### config.mk
export PLATFORM = sky130hd
export DESIGN_NAME = cv32e40p_x_if_arbiter
export DESIGN_NICKNAME = d
export VERILOG_FILES = /design/src/rtl/cv32e40p_x_if_arbiter.sv
export SDC_FILE = /design/constraint.sdc
export NUM_CORES = 1
export LEC_CHECK = 0
export BUFFER_PORTS_ARGS = -buffer_cell sky130_fd_sc_hd__buf_4
export CORE_AREA = 2 2 217 219
export CTS_CLUSTER_DIAMETER = 60
export DETAILED_ROUTE_END_ITERATION = 8
export DIE_AREA = 0 0 219 221
export PLACE_DENSITY_LB_ADDON = 0.25
export SLEW_MARGIN = 20
export SYNTH_ARGS = -nofsm -noshare
export SYNTH_HDL_FRONTEND = slang
export SYNTH_SLANG_ARGS = --single-unit
### constraint.sdc
create_clock -name clk_i -period 3.3 [get_ports clk_i]
set_clock_uncertainty 0.05 [all_clocks]
set_input_delay 0.66 -clock clk_i [delete_from_list [all_inputs] [get_ports clk_i]]
set_output_delay 0.66 -clock clk_i [all_outputs]
set_load 0.05 [all_outputs]
### src/rtl/cv32e40p_x_if_arbiter.sv
// Shares one X-interface accelerator among NUM_REQ requesters. The offload-request
// channel is arbitrated round-robin, and each requester has a limit on accepted but
// unanswered instructions. Requests are tagged with the requester index on hart_id,
// and responses are routed back to the requester by their returned hart_id.
module cv32e40p_x_if_arbiter #(
    parameter int unsigned NUM_REQ         = 2,
    parameter int unsigned MAX_OUTSTANDING = 4,
    parameter int unsigned HART_ID_W       = 32
) (
    input  logic                              clk_i,
    input  logic                              rst_i,
    input  logic [NUM_REQ-1:0]                req_q_valid_i,
    output logic [NUM_REQ-1:0]                req_q_ready_o,
    input  logic [NUM_REQ-1:0][31:0]          req_q_instr_data_i,
    input  logic [NUM_REQ-1:0][2:0][31:0]     req_q_rs_i,
    input  logic [NUM_REQ-1:0][2:0]           req_q_rs_valid_i,
    input  logic [NUM_REQ-1:0]                req_q_rd_clean_i,
    output logic [NUM_REQ-1:0]                req_k_accept_o,
    output logic [NUM_REQ-1:0]                req_k_is_mem_op_o,
    output logic [NUM_REQ-1:0]                req_k_writeback_o,
    output logic [NUM_REQ-1:0]                req_p_valid_o,
    input  logic [NUM_REQ-1:0]                req_p_ready_i,
    output logic [4:0]                        req_p_rd_o,
    output logic [31:0]                       req_p_data_o,
    output logic                              req_p_dualwb_o,
    output logic                              req_p_error_o,
    output logic                              acc_q_valid_o,
    input  logic                              acc_q_ready_i,
    output logic [31:0]                       acc_q_instr_data_o,
    output logic [2:0][31:0]                  acc_q_rs_o,
    output logic [2:0]                        acc_q_rs_valid_o,
    output logic                              acc_q_rd_clean_o,
    output logic [HART_ID_W-1:0]              acc_q_hart_id_o,
    input  logic                              acc_k_accept_i,
    input  logic                              acc_k_is_mem_op_i,
    input  logic                              acc_k_writeback_i,
    input  logic                              acc_p_valid_i,
    output logic                              acc_p_ready_o,
    input  logic [HART_ID_W-1:0]              acc_p_hart_id_i,
    input  logic [4:0]                        acc_p_rd_i,
    input  logic [31:0]                       acc_p_data_i,
    input  logic                              acc_p_dualwb_i,
    input  logic                              acc_p_error_i,
    output logic                              busy_o,
    output logic                              tag_err_o
);

    localparam int unsigned IDX_W = (NUM_REQ > 1) ? $clog2(NUM_REQ) : 1;
    localparam int unsigned CNT_W = $clog2(MAX_OUTSTANDING + 1);
    localparam logic [CNT_W-1:0] CNT_MAX = CNT_W'(MAX_OUTSTANDING);
    localparam logic [IDX_W-1:0] LAST_IDX = IDX_W'(NUM_REQ - 1);

    logic [CNT_W-1:0]   cnt_reg [NUM_REQ];
    logic [IDX_W-1:0]   rr_reg;
    logic [IDX_W-1:0]   rr_next;
    logic [IDX_W-1:0]   lock_idx_reg;
    logic               lock_reg;
    logic               tag_err_reg;

    logic [NUM_REQ-1:0] eligible;
    logic [IDX_W-1:0]   cand_idx [NUM_REQ];
    logic [IDX_W-1:0]   gnt_idx;
    logic               gnt_valid;
    logic               q_hs;
    logic               tag_ok;
    logic [IDX_W-1:0]   resp_idx;
    logic [NUM_REQ-1:0] cnt_inc;
    logic [NUM_REQ-1:0] cnt_dec;
    logic [NUM_REQ-1:0] cnt_underflow;
    logic [NUM_REQ-1:0] cnt_nonzero;

    // Per-requester eligibility, rotated candidate order and outstanding counters
    genvar gi;
    generate
        for (gi = 0; gi < NUM_REQ; gi++) begin : g_req
            logic [IDX_W:0] cand_sum;

            assign eligible[gi] = req_q_valid_i[gi] && (cnt_reg[gi] < CNT_MAX);

            // Requester checked at offset gi from the round-robin pointer
            assign cand_sum     = {1'b0, rr_reg} + (IDX_W+1)'(gi);
            assign cand_idx[gi] = (cand_sum >= (IDX_W+1)'(NUM_REQ))
                                ? IDX_W'(cand_sum - (IDX_W+1)'(NUM_REQ))
                                : IDX_W'(cand_sum);

            assign cnt_inc[gi] = q_hs && acc_k_accept_i && (gnt_idx == IDX_W'(gi));
            assign cnt_dec[gi] = acc_p_valid_i && acc_p_ready_o && tag_ok
                              && (resp_idx == IDX_W'(gi));
            // A response for a requester with nothing outstanding is a tagging error
            assign cnt_underflow[gi] = cnt_dec[gi] && !cnt_inc[gi] && (cnt_reg[gi] == '0);
            assign cnt_nonzero[gi]   = (cnt_reg[gi] != '0);

            // Outstanding counter: simultaneous issue and retire cancel out
            always_ff @(posedge clk_i or posedge rst_i) begin
                if (rst_i) begin
                    cnt_reg[gi] <= '0;
                end else if (cnt_inc[gi] && !cnt_dec[gi]) begin
                    cnt_reg[gi] <= cnt_reg[gi] + 1'b1;
                end else if (cnt_dec[gi] && !cnt_inc[gi] && (cnt_reg[gi] != '0)) begin
                    cnt_reg[gi] <= cnt_reg[gi] - 1'b1;
                end
            end
        end
    endgenerate

    // Grant: the locked requester if a request is stalled, else the first eligible
    // requester at or after the pointer (scanned backwards so the lowest offset wins)
    always_comb begin
        gnt_valid = 1'b0;
        gnt_idx   = rr_reg;
        if (lock_reg) begin
            gnt_valid = 1'b1;
            gnt_idx   = lock_idx_reg;
        end else begin
            for (int k = NUM_REQ - 1; k >= 0; k--) begin
                if (eligible[cand_idx[k]]) begin
                    gnt_valid = 1'b1;
                    gnt_idx   = cand_idx[k];
                end
            end
        end
    end

    assign q_hs    = gnt_valid && acc_q_ready_i;
    assign rr_next = (gnt_idx == LAST_IDX) ? '0 : gnt_idx + 1'b1;

    assign acc_q_valid_o      = gnt_valid;
    assign acc_q_instr_data_o = req_q_instr_data_i[gnt_idx];
    assign acc_q_rs_o         = req_q_rs_i[gnt_idx];
    assign acc_q_rs_valid_o   = req_q_rs_valid_i[gnt_idx];
    assign acc_q_rd_clean_o   = req_q_rd_clean_i[gnt_idx];
    assign acc_q_hart_id_o    = HART_ID_W'(gnt_idx);

    // Response tag decode; out-of-range tags are dropped by the arbiter itself
    assign tag_ok   = (acc_p_hart_id_i < HART_ID_W'(NUM_REQ));
    assign resp_idx = acc_p_hart_id_i[IDX_W-1:0];

    // Per-requester steering of ready, decode results and response valid
    always_comb begin
        req_q_ready_o     = '0;
        req_k_accept_o    = '0;
        req_k_is_mem_op_o = '0;
        req_k_writeback_o = '0;
        req_p_valid_o     = '0;
        acc_p_ready_o     = 1'b1;
        if (gnt_valid) begin
            req_q_ready_o[gnt_idx] = acc_q_ready_i;
        end
        if (q_hs) begin
            req_k_accept_o[gnt_idx]    = acc_k_accept_i;
            req_k_is_mem_op_o[gnt_idx] = acc_k_is_mem_op_i;
            req_k_writeback_o[gnt_idx] = acc_k_writeback_i;
        end
        if (tag_ok) begin
            req_p_valid_o[resp_idx] = acc_p_valid_i;
            acc_p_ready_o           = req_p_ready_i[resp_idx];
        end
    end

    assign req_p_rd_o     = acc_p_rd_i;
    assign req_p_data_o   = acc_p_data_i;
    assign req_p_dualwb_o = acc_p_dualwb_i;
    assign req_p_error_o  = acc_p_error_i;

    assign busy_o    = |cnt_nonzero;
    assign tag_err_o = tag_err_reg;

    // Round-robin pointer, stall lock and sticky tag error
    always_ff @(posedge clk_i or posedge rst_i) begin
        if (rst_i) begin
            rr_reg       <= '0;
            lock_reg     <= 1'b0;
            lock_idx_reg <= '0;
            tag_err_reg  <= 1'b0;
        end else begin
            if (q_hs) begin
                rr_reg <= rr_next;
            end
            if (gnt_valid && !acc_q_ready_i) begin
                lock_reg     <= 1'b1;
                lock_idx_reg <= gnt_idx;
            end else if (q_hs) begin
                lock_reg <= 1'b0;
            end
            if ((acc_p_valid_i && !tag_ok) || (|cnt_underflow)) begin
                tag_err_reg <= 1'b1;
            end
        end
    end

endmodule

# Word level (Yosys, flattened, before mapping)
# Index checks and enable logic that the tools add are counted.
# word_totals
input_bits	346
register_bits	10
out_inout_bits	217
# classes
magnitude_cmp	11
reduce_logical	38
n_mux	39
bitwise	7
addsub	8
# ops
cell	count
96-bit 2-to-1 mux	2
32-bit 2-to-1 mux	2
32-bit by 2-bit less-than comparator with 1-bit output (second input constant)	1
1-bit logical AND	22
1-bit 2-to-1 mux	22
3-bit 2-to-1 mux	6
2-bit AND	5
2-bit 2-to-1 mux	5
1-bit by 2-bit less-than comparator with 1-bit output (second input constant)	4
3-bit by 1-bit adder with 3-bit output (second input constant)	2
1-bit zero test	6
3-bit zero test	2
3-bit less-than comparator (second input constant)	2
2-bit nonzero test	3
3-bit nonzero test	2
3-bit by 1-bit subtractor with 3-bit output (second input constant)	2
2-bit OR reduction	2
1-bit by 1-bit adder with 2-bit output (second input constant)	1
1-bit demux with 1-bit select	2
1-bit >= comparator (second input constant)	2
1-bit by 2-bit >= comparator with 1-bit output (second input constant)	1
2-bit >= comparator (second input constant)	1
1-bit inverter	2
1-bit subtractor (second input constant)	2
2 further kinds	2

# Logic depth before layout (Yosys ltp)
# logic_depth
ltp_word	16
depth_mapped	10
depth_no_buf	10

# Least setup slack after synthesis
# No wires, ideal clock.
# synth_timing
path_kind	in2out
startpoint	in req_q_valid_i[1]
endpoint	out req_k_is_mem_op_o[1]
arrival_time_ns	2.574
setup_slack_ns	0.016
path_stages	5
path_cell_list	nor2b_1 or3b_1 clkbuf_1 and3_1 and2_1
# synth_between
elab_cells_between_ends	19
cone_classes	order compare (2); mux (13); bitwise (1); reduce/logical (3)
# synth_rtl
element	line	rtl
start, declared	12	input logic [NUM_REQ-1:0] req_q_valid_i,
1-bit logical AND *	78	assign eligible[gi] = req_q_valid_i[gi] && (cnt_reg[gi] < CNT_MAX);
1-bit 2-to-1 mux (implied by the code) (2 in series)	116	if (eligible[cand_idx[k]]) begin
1-bit 2-to-1 mux	116	
1-bit 2-to-1 mux *	116	
1-bit 2-to-1 mux *	111	if (lock_reg) begin
via acc_q_valid_o	27	output logic acc_q_valid_o,
1-bit logical AND *	124	assign q_hs = gnt_valid && acc_q_ready_i;
2-bit 2-to-1 mux *	149	if (q_hs) begin
end, declared	19	output logic [NUM_REQ-1:0] req_k_is_mem_op_o,
# The timed path passes the listed nets; every way through them passes the cells marked *. The select of a mux whose other input is x is not followed.

==> summary.md <==
| Metric | Value |
|---|---|
| Outcome | completed |
| Global-route wire length before repair | 25140 µm |
| Cell Rows | 79 |
| Dominant cells by area after synthesis | nand2_1 (52%), buf_4 (19%), dfrtp_1 (8.7%), clkbuf_1 (2.1%), buf_2 (1.6%) |
| CTS-repair resized insts | 0 |
| Gpl congestion | 0.7819 |
| Most frequent cell after synthesis | nand2_1 |
| Final worst path period need | 3.076 ns |
| Startpoint Class | input pin |
| Mapped Cells | 574 |
| Post-synth top area share | 52.33% |
| Combinational share of power | 93.6% |
| Seq cells post-synth | 10 |
| Die H | 221 µm |
| Top_reg_cell synth | dfrtp_1 |
| Synth top cells by count | nand2_1 (400), buf_4 (71), clkbuf_1 (16) |
| Switching Share | 68.02% |
| Setup violations, final | 0 |
| Sw Pwr | 0.005045 W |
| Netlist cell types | 37 |
| TritonRoute pass-1 iters | 4 |
| Final Cycle Share | 93.23% |
| Initial Utilization | 6.229% |
| P_int | 0.002372 W |
| Largest area contributor in the netlist | nand2_1 |
| Syn avg cell area | 4.998 µm² |
| Antenna violations before repair | 0 |
| CTS clock-pin slew for the worst setup and hold paths | 0.04 ns |
| Layout cells sized above 1 | 48.91% |
| Vias in the first global route | 4582 |
| Max-cap violations | 0 |
| DRT antenna net count | 0 |
| Reg-to-Reg Start | cnt_reg[5]$_DFFE_PP0P_ |
| WS Path Type | input pin to output pin |
| Register share of total power | 3.1% |
| Design Area, Final | 6733 µm² |
| Largest net degree at the start of global routing | 63 |
| Post-synth ARST share | 100.0% |
| Drt drc | 0 |
| I/O pin count | 563 |
| Peak supply drop | 0.4457 mV |
| CTS Buf Count | 3 |
| Clock tree buffer depth | 2 |
| Die width | 219 µm |
| Detailed Route Iter0 Violations | 81 |
| Final core utilization | 14.62% |
| Placed Area | 6644 µm² |
| Worst reg2reg path depth | 10 |
| Port buffer count | 453 |
| RSZ-0062 raised after global routing | false |
| CTS Hold Buffers Added | 0 |
| Drt via density | 3.034 |
| Total GRT Usage | 6.603% |
| Nets | 1316 |
| Worst-path fanout max | 62 |
| Setup bufs post-CTS | 0 |
| Crit. End Element | output pin |
| Core footprint | 46060 µm² |
| Setup TNS | 0 ns |
| Worst-Skew Late Latency | 0.23 ns |
| Die Footprint | 48400 µm² |
| Critical path required time | 2.59 ns |
| H-Tree Depth | 1 |
| Drt total wl | 17850 µm |
| Yosys Warn Count | 0 |
| Clk network pwr share | 3.2% |
| Worst R2R End | cnt_reg[5]$_DFFE_PP0P_ |
| PwrDens | 1102 nW/µm² |
| Global route total overflow | 0 |
| Post-synth EDFFs | 0 |
| P_leak | 3.859 nW |
| Count of final hold-check violations | 0 |
| Mapped Area | 2869 µm² |
| Clk root buf | clkbuf_16 |
| CTS tree | built |
| Post-DP HPWL | 15700 µm |
| Register area share after synthesis | 8.722% |
| Total number of vias | 4776 |
| Max FFs per register | 6 |
| Wire length per cell | 11.34 µm |
| Area growth, synth to finish | 134.7% |
| Hold Path Class | input pin to async pin |
| Clk sinks | 10 |
| Number of diodes | 0 |
| Maximum clock frequency | 325.0 MHz |
| Fin. max-slew vios | 0 |
| R2R setup slack | 0.54 ns |
| Worst Path Arrival | 2.37 ns |
## critical path, stage by stage
cell and delay, ns:
buf_4 0.10, nor2b_1 0.13, maj3_2 0.32, mux2i_4 0.28
inv_4 0.17, buf_12 0.21, nand2_1 0.14, nand2_1 0.08
buf_4 0.19
## cell usage in the layout (no fill, tap or decap), types with 3 or more instances in the layout
master,n
clkbuf_16,3
and3_1,4
dfrtp_1,10
o211ai_1,3
buf_4,454
conb_1,31
nor4_1,7
buf_12,7
xor2_1,3
nor2_1,5
or3_1,3
nand2_1,400
nor3_1,3
and2_1,4
## how the worst max path moves through the flow
stage	from	end	slack, ns	cells past startpoint
2_1_floorplan	req_q_valid_i[1]	req_k_is_mem_op_o[1]	0.02	5
5_1_grt	req_q_valid_i[1]	acc_q_rs_o[16]	0.17	9
6_report	req_q_valid_i[1]	acc_q_rs_o[16]	0.22	9
3_5_place_dp	req_q_valid_i[1]	cnt_reg[5]$_DFFE_PP0P_	0.19	11
3_3_place_gp	req_q_valid_i[1]	cnt_reg[5]$_DFFE_PP0P_	0.17	11
4_1_cts	req_q_valid_i[1]	acc_q_rs_o[16]	0.21	9
## cell type report
| cell class | instances | area, µm² |
|---|---|---|
| sequential | 10 | 250.2 |
| multi-input combinational | 489 | 2072 |
| fill | 5390 | 39330 |
| timing repair buffer | 461 | 3548 |
| inverter | 3 | 13.76 |
| clock buffer | 4 | 88.84 |
| tap | 607 | 759.5 |
## power by group through the flow
| stage | combinational [W] | sequential (W) | clock (W) |
|---|---|---|---|
| 2_1_floorplan | 0.00486 | 0.000216 | 0 |
| 3_3_place_gp | 0.00706 | 0.000240 | 0 |
| 3_5_place_dp | 0.00702 | 0.000237 | 0 |
| 4_1_cts | 0.00704 | 0.000236 | 0.000247 |
| 5_1_grt | 0.00736 | 0.000245 | 0.000256 |
| 6_report | 0.00694 | 0.000233 | 0.000240 |
## metal layers
| metal | routed length, µm | vias to the layer above | global-route usage (%) |
|---|---|---|---|
| met4 | 627 | 0 | 2.354 |
| met5 | 0 | - | 0 |
| met3 | 1611 | 38 | 1.278 |
| li1 | - | 2432 | - |
| met1 | 5931 | 1994 | 6.191 |
| met2 | 9683 | 312 | 13.72 |
## metrics by stage
| stage | cells | setup slack (ns) | total power (W) | hold slack [ns] |
|---|---|---|---|---|
| final | 1574 | 0.2235 | 0.007418 | 0.3735 |
| after global routing | 1574 | 0.1716 | 0.007857 | 0.4098 |
| after CTS | 1574 | 0.2143 | 0.007523 | 0.3991 |
| after detailed placement | 1570 | 0.1909 | 0.007261 | 0.4227 |
| after global placement | 1570 | 0.1690 | 0.007298 | 0.4250 |
| after floorplan | 604 | 0.01583 | 0.005076 | 0.4055 |
## cell families after synthesis
logic type | share of synthesized area, %
XOR/XNOR | 0.9160
buffers and inverters | 23.42
AND/OR/NAND/NOR | 60.71
other | 0.1307
multiplexers | 1.875
flip-flops | 8.722
adder cells (fa/ha/maj) | 1.788
AO/OA/AOI/OAI | 2.442
No activity file was read; power rests on OpenSTA's default activity.
